--- config.mk ---
export PLATFORM = sky130hd
export DESIGN_NAME = core_pipe_exec_mdu
export DESIGN_NICKNAME = d
export VERILOG_FILES = /design/src/rtl/core_pipe_exec_mdu.sv
export SDC_FILE = /design/constraint.sdc
export NUM_CORES = 2
export LEC_CHECK = 0
export CAP_MARGIN = 20
export CORE_MARGIN = 2
export CORE_UTILIZATION = 35
export DETAILED_ROUTE_END_ITERATION = 7
export PLACE_DENSITY_LB_ADDON = 0.1
export SLEW_MARGIN = 20
export SYNTH_ARGS = -nofsm -noshare
export SYNTH_HDL_FRONTEND = slang
export SYNTH_SLANG_ARGS = --single-unit
--- constraint.sdc ---
create_clock -name g_clk -period 22.4 [get_ports g_clk]
set_input_delay 4.48 -clock g_clk [delete_from_list [all_inputs] [get_ports g_clk]]
set_output_delay 4.48 -clock g_clk [all_outputs]
set_load 0.005 [all_outputs]
--- src/rtl/core_pipe_exec_mdu.sv ---
// Iterative RV64M multiply/divide unit: shift-add multiplier (MUL_UNROLL bits/cycle), restoring divider (1 bit/cycle).
// Optional MDU_EARLY_OUT_EN: zero multiply operand, divide by zero and MIN/-1 go IDLE -> DONE directly.
module core_pipe_exec_mdu #(
   parameter int XLEN       = 64,
   parameter int MUL_UNROLL = 1
) (
   input  logic            g_clk,
   input  logic            g_reset,
   input  logic            valid,
   input  logic            new_instr,
   input  logic            op_mul,
   input  logic            op_mulh,
   input  logic            op_mulhsu,
   input  logic            op_mulhu,
   input  logic            op_div,
   input  logic            op_divu,
   input  logic            op_rem,
   input  logic            op_remu,
   input  logic            op_word,
   input  logic [XLEN-1:0] rs1,
   input  logic [XLEN-1:0] rs2,
   output logic            ready,
   output logic [XLEN-1:0] result
);

   localparam int CW = $clog2(XLEN) + 1;

   localparam logic [1:0] S_IDLE = 2'd0;
   localparam logic [1:0] S_MUL  = 2'd1;
   localparam logic [1:0] S_DIV  = 2'd2;
   localparam logic [1:0] S_DONE = 2'd3;

   function automatic logic [XLEN-1:0] sext32(input logic [31:0] v);
      logic [XLEN-1:0] r;
      r       = {XLEN{v[31]}};
      r[31:0] = v;
      return r;
   endfunction

   logic [1:0]      r_state;
   logic [CW-1:0]   r_cnt;
   logic [XLEN-1:0] r_hi;
   logic [XLEN-1:0] r_lo;
   logic [XLEN-1:0] r_a;
   logic [XLEN-1:0] r_result;
   logic            r_word;
   logic            r_mulhi;
   logic            r_rem;
   logic            r_negp;
   logic            r_negr;

   logic            w_word;
   logic            w_is_mul;
   logic            w_is_div;
   logic            w_s1;
   logic            w_s2;
   logic            w_n1;
   logic            w_n2;
   logic            w_start;
   logic [CW-1:0]   w_cnt0;
   logic [XLEN-1:0] w_x1;
   logic [XLEN-1:0] w_x2;
   logic [XLEN-1:0] w_a;
   logic [XLEN-1:0] w_b;
   logic [XLEN-1:0] w_dvd;

   assign w_word   = (XLEN == 64) && op_word;
   assign w_is_mul = op_mul | op_mulh | op_mulhsu | op_mulhu;
   assign w_is_div = op_div | op_divu | op_rem | op_remu;
   assign w_s1     = op_mulh | op_mulhsu | op_div | op_rem;
   assign w_s2     = op_mulh | op_div | op_rem;
   assign w_start  = valid && !new_instr && (w_is_mul || w_is_div);
   assign w_cnt0   = w_word ? CW'(32) : CW'(XLEN);

   // Word operands are widened first so the magnitude of -2^31 still fits.
   assign w_x1  = w_word ? (w_s1 ? sext32(rs1[31:0]) : XLEN'(rs1[31:0])) : rs1;
   assign w_x2  = w_word ? (w_s2 ? sext32(rs2[31:0]) : XLEN'(rs2[31:0])) : rs2;
   assign w_n1  = w_s1 && w_x1[XLEN-1];
   assign w_n2  = w_s2 && w_x2[XLEN-1];
   assign w_a   = w_n1 ? -w_x1 : w_x1;
   assign w_b   = w_n2 ? -w_x2 : w_x2;
   assign w_dvd = w_word ? (w_a << (XLEN - 32)) : w_a;

   logic [XLEN-1:0]   w_mhi;
   logic [XLEN-1:0]   w_mlo;
   logic [XLEN:0]     w_msum;
   logic [2*XLEN-1:0] w_prod;
   logic [2*XLEN-1:0] w_pfix;
   logic [XLEN-1:0]   w_mul_res;

   always_comb begin
      w_mhi  = r_hi;
      w_mlo  = r_lo;
      w_msum = '0;
      for (int i = 0; i < MUL_UNROLL; i++) begin
         w_msum = {1'b0, w_mhi} + (w_mlo[0] ? {1'b0, r_a} : {(XLEN+1){1'b0}});
         w_mhi  = w_msum[XLEN:1];
         w_mlo  = {w_msum[0], w_mlo[XLEN-1:1]};
      end
   end

   // After W steps of a word multiply the low product word sits at the top of the low half.
   assign w_prod    = {w_mhi, w_mlo};
   assign w_pfix    = r_negp ? -w_prod : w_prod;
   assign w_mul_res = r_mulhi ? w_pfix[2*XLEN-1:XLEN]
                    : (r_word ? sext32(w_pfix[XLEN-1 -: 32]) : w_pfix[XLEN-1:0]);

   logic [XLEN:0]   w_dsh;
   logic [XLEN:0]   w_ddiff;
   logic            w_dge;
   logic [XLEN-1:0] w_drem;
   logic [XLEN-1:0] w_dquo;
   logic [XLEN-1:0] w_dq;
   logic [XLEN-1:0] w_dr;
   logic [XLEN-1:0] w_dval;
   logic [XLEN-1:0] w_div_res;

   assign w_dsh     = {r_hi, r_lo[XLEN-1]};
   assign w_ddiff   = w_dsh - {1'b0, r_a};
   assign w_dge     = ~w_ddiff[XLEN];
   assign w_drem    = w_dge ? w_ddiff[XLEN-1:0] : w_dsh[XLEN-1:0];
   assign w_dquo    = {r_lo[XLEN-2:0], w_dge};
   assign w_dq      = r_negp ? -w_dquo : w_dquo;
   assign w_dr      = r_negr ? -w_drem : w_drem;
   assign w_dval    = r_rem ? w_dr : w_dq;
   assign w_div_res = r_word ? sext32(w_dval[31:0]) : w_dval;

`ifdef MDU_EARLY_OUT_EN
   logic [XLEN-1:0] w_min;
   logic [XLEN-1:0] w_r1;
   logic            w_ovf;
   logic            w_early;
   logic [XLEN-1:0] w_early_res;

   assign w_min   = w_word ? sext32(32'h8000_0000) : {1'b1, {(XLEN-1){1'b0}}};
   assign w_r1    = w_word ? sext32(rs1[31:0]) : rs1;
   assign w_ovf   = (op_div | op_rem) && (w_x1 == w_min) && (w_x2 == {XLEN{1'b1}});
   assign w_early = w_is_mul ? ((w_x1 == '0) || (w_x2 == '0)) : ((w_x2 == '0) || w_ovf);

   always_comb begin
      w_early_res = '0;
      if (w_is_div) begin
         if (w_x2 == '0)
            w_early_res = (op_rem | op_remu) ? w_r1 : {XLEN{1'b1}};
         else
            w_early_res = (op_rem | op_remu) ? '0 : w_min;
      end
   end
`endif

   always_ff @(posedge g_clk or posedge g_reset) begin
      if (g_reset) begin
         r_state  <= S_IDLE;
         r_cnt    <= '0;
         r_hi     <= '0;
         r_lo     <= '0;
         r_a      <= '0;
         r_result <= '0;
         r_word   <= 1'b0;
         r_mulhi  <= 1'b0;
         r_rem    <= 1'b0;
         r_negp   <= 1'b0;
         r_negr   <= 1'b0;
      end else begin
         case (r_state)
            S_IDLE: begin
               if (w_start) begin
                  r_word  <= w_word;
                  r_mulhi <= op_mulh | op_mulhsu | op_mulhu;
                  r_rem   <= op_rem | op_remu;
                  r_negr  <= w_n1;
                  r_cnt   <= w_cnt0;
                  r_hi    <= '0;
                  if (w_is_mul) begin
                     r_a     <= w_a;
                     r_lo    <= w_b;
                     r_negp  <= w_n1 ^ w_n2;
                     r_state <= S_MUL;
                  end else begin
                     // A zero divisor keeps the all-ones quotient unsigned.
                     r_a     <= w_b;
                     r_lo    <= w_dvd;
                     r_negp  <= (w_n1 ^ w_n2) && (w_b != '0);
                     r_state <= S_DIV;
                  end
`ifdef MDU_EARLY_OUT_EN
                  if (w_early) begin
                     r_state  <= S_DONE;
                     r_result <= w_early_res;
                  end
`endif
               end
            end
            S_MUL: begin
               if (!valid) begin
                  r_state <= S_IDLE;
               end else begin
                  r_hi  <= w_mhi;
                  r_lo  <= w_mlo;
                  r_cnt <= r_cnt - CW'(MUL_UNROLL);
                  if (r_cnt == CW'(MUL_UNROLL)) begin
                     r_state  <= S_DONE;
                     r_result <= w_mul_res;
                  end
               end
            end
            S_DIV: begin
               if (!valid) begin
                  r_state <= S_IDLE;
               end else begin
                  r_hi  <= w_drem;
                  r_lo  <= w_dquo;
                  r_cnt <= r_cnt - CW'(1);
                  if (r_cnt == CW'(1)) begin
                     r_state  <= S_DONE;
                     r_result <= w_div_res;
                  end
               end
            end
            S_DONE: begin
               if (!valid || new_instr)
                  r_state <= S_IDLE;
            end
            default: r_state <= S_IDLE;
         endcase
      end
   end

   assign ready  = (r_state == S_DONE);
   assign result = r_result;

endmodule
==> results_dict.tcl <==
set metrics [dict create \
    post-place-cells 6524 \
    power_frac_clock_pct 8.4 \
    ys.flop_type "dfrtp_1" \
    final_cells 6593 \
    relSlewSlack_pct 19.98 \
    fmax_mhz 108.3 \
    num-nets-final 5480 \
    synth_warnings 0 \
    placed_cell_area_mm2 0.03897 \
    ir_drop_mv 0.09430 \
    drc 0 \
    num_vias 41890 \
    fillerInstances 10960 \
    synth_area_mm2 0.03590 \
    finalHoldViolations 0 \
    postCtsHoldBufs 0 \
    crit_buf_inv 1 \
    dr.pass1.iters 6 \
    grt_use_total_pct 36.71 \
    first_iter_violations 4941 \
    clk_latency_ns 0.60 \
    worstSetupPathType "in2reg" \
    startpoint "rs1[7]" \
    cp.required_ns 22.89 \
    drive_above_1_share_pct 4.728 \
    h-tree-depth 2 \
    initial_utilization_pct 35.29 \
    outcome "complete, no violations" \
    ios 206 \
    rr_startpoint "r_hi[4]" \
    startpoint_type "input pin" \
    holdPathStages 2 \
    crit_family "simple AND/OR/NAND/NOR gates" \
    cap_violations 0 \
    synth_edf_count 0 \
    drv_slew 0 \
    syn_avg_cell_area_um2 6.822 \
    leakagePower_uw 0.01586 \
    crit_path_max_incr_delay_ns 0.81 \
    areaGrowthSynthToFinish_pct 12.14 \
    combPwrFrac_pct 77.4 \
    mostFrequentLayoutCells "709 x nand2_1, 600 x o21ai_0, 518 x nor2_1" \
    p_total_uw 7741 \
    ctsResizeCount 0 \
    viasPerCell 6.354 \
    r2r_cells 28 \
    overflow 0 \
    rsz0062_at_grt "false" \
    fin_crit_sh_pct 41.21 \
    die-area_mm2 0.1052 \
    netlist_instances 5263 \
    cts_buffers 38 \
    min_path_type "reg2reg" \
    rr_endpoint "result[58]" \
    power.internal_uw 2965 \
    hold_path_end "r_a[33]" \
    cts.clk_slew.worst_paths_ns 0.06 \
    postRouteAntennaNets 0 \
    final_common_cell "nand2_1" \
    die_x_um 324.3 \
    reg2reg_slack_ns 14.35 \
    synth_cell_types 91 \
    stdcell_area_mm2 0.04026 \
    period_needed_ns 9.231 \
    grt_pass1_wl_mm 281.2 \
    hold_ws_ns 0.4773 \
    core_area_mm2 0.1017 \
    power_frac_seq_pct 14.2 \
    arrival_ns 9.72 \
    regArea_mm2 0.006768 \
    setup-violations-final 0 \
    cts_root_buffer "clkbuf_16" \
    drt_wl_total_mm 198.6 \
    end_kind "register" \
    sw_frac_of_total_pct 61.69 \
    multi_input_comb_area_mm2 0.02718 \
    rows 117 \
    grt_max_degree 135 \
    place.detailed.hpwl_mm 158.3 \
    pwr_density_cell_mw_per_mm2 192.3 \
    synth-seq-area-share_pct 18.82 \
    crit_fanout 7 \
    die_h_um 324.3 \
    wl_per_cell_um 30.12 \
    antenna_found_initial 6 \
    cp_cell_sequence "clkdlybuf4s50_1 -> or4_1 -> nor4_1 -> nor3b_1 -> or4b_2 -> or3_1 -> nor2_1 -> o21a_1 -> o211a_1 -> nand2_1 -> o21ai_0 -> xnor2_1 -> nor3_1 -> a31oi_1 -> a22o_1" \
    cts_tree "done" \
    tightest_slew_ns 1.192 \
    synth-seq-cells 270 \
    async_reset_ff_share_pct 100.0 \
    postCtsSetupRepairBufs 0 \
    skew_ns 0.02446 \
    cts_sinks 270 \
    clock_path_buffers 3 \
    critPathSlowestCell "nor3b_1" \
    synth.net_count 5547 \
    numPortBuffers 205 \
    globalplace.congestion 0.9968 \
    setup_tns_ns 0 \
    min-delay-start "r_a[33]" \
    grt_pass1_vias 38770 \
    power_switching_uw 4776 \
]
synthesized netlist by cell type, types with 20 or more instances:
| master | instances | area share, % |
|---|---|---|
| a211oi_1 | 120 | 2.5 |
| a21o_1 | 53 | 1.1 |
| a21oi_1 | 462 | 6.4 |
| a221oi_1 | 42 | 1.0 |
| a22o_1 | 23 | 0.56 |
| a22oi_1 | 105 | 2.2 |
| a311oi_1 | 20 | 0.49 |
| a31oi_1 | 47 | 0.82 |
| and2_1 | 28 | 0.49 |
| and3_1 | 22 | 0.38 |
| buf_1 | 50 | 0.52 |
| clkbuf_1 | 348 | 3.6 |
| dfrtp_1 | 270 | 19 |
| ha_1 | 141 | 4.9 |
| inv_1 | 143 | 1.5 |
| mux2i_1 | 57 | 1.6 |
| nand2_1 | 711 | 7.4 |
| nand2b_1 | 47 | 0.82 |
| nand3_1 | 66 | 0.92 |
| nand4_1 | 81 | 1.4 |
| nor2_1 | 520 | 5.4 |
| nor3_1 | 126 | 1.8 |
| nor4_1 | 53 | 0.92 |
| o211ai_1 | 45 | 0.94 |
| o21a_1 | 30 | 0.63 |
| o21ai_0 | 600 | 8.4 |
| o22ai_1 | 29 | 0.51 |
| o31ai_1 | 77 | 1.6 |
| o41ai_1 | 30 | 0.73 |
| or2_2 | 28 | 0.49 |
| or3_1 | 90 | 1.6 |
| or4_1 | 38 | 0.79 |
| xnor2_1 | 233 | 5.7 |
| xor2_1 | 194 | 4.7 |
power groups by stage:
stage	logic, uW	clock network, uW	registers (uW)
finish	5990	653	1100
global route	6300	678	1100
CTS	5800	661	1070
detailed placement	5770	0	1080
global placement	5780	0	1080
floorplan	3700	0	810
cell families (layout without fill, tap and decap cells):
group	count (synthesis)	after routing	synth area share, %
compound gates	1883	1883	32.96
xor+xnor	427	427	10.42
fa+ha+maj	143	143	5.025
buf+inv	550	511	5.792
flops	270	270	18.82
mux	70	70	1.997
other cells	0	1	0
simple gates	1920	1920	24.99
routing by layer:
layer | routed length (um) | up-vias | track usage [%]
li1 | - | 19100 | -
met1 | 80430 | 20300 | 46.20
met2 | 89550 | 2051 | 59.21
met3 | 14300 | 431 | 5.460
met4 | 14260 | 6 | 22.34
met5 | 34 | - | 0
metrics by stage:
step | setup slack, ns | util (%)
after floorplan | 10.48 | -
after global placement | 12.71 | 38.31
after detailed placement | 12.66 | 38.31
after CTS | 13.28 | 39.57
after global routing | 12.92 | 39.57
final | 13.17 | 39.58
layout make-up:
type,count,area share [%]
Antenna cell,1,0.006215
Clock buffer,54,2.638
Clock inverter,14,0.5624
Inverter,145,1.370
Multi-Input combinational cell,4443,67.51
Sequential cell,270,16.81
Tap cell,1368,4.251
Timing Repair Buffer,298,6.855
state kept, by name, summed over array words and instances (netlist names):
name	flops
r_a	64
r_state	2
r_word	1
r_hi	64
r_mulhi	1
r_cnt	7
result	64
r_rem	1
r_negr	1
r_negp	1
r_lo	64
worst register-to-register path: cells and delay by family (launching register included):
kind	cells	cell delay, ns
and+or+nand+nor	10	2.37
DFF	1	0.52
AOI/OAI and AO/OA	9	2.45
buffers and inverters	5	1.14
adders and majority gates	2	0.91
xor gates and xnor gates	1	0.32
muxes	1	0.20
worst max-delay path by stage:
stage,to,depth (start not counted)
4_1_cts,r_lo[61],15
6_report,r_lo[61],15
3_5_place_dp,r_lo[61],15
3_3_place_gp,r_lo[57],14
2_1_floorplan,r_a[0],1
5_1_grt,r_lo[61],15
(Power assumes the default switching activity.)
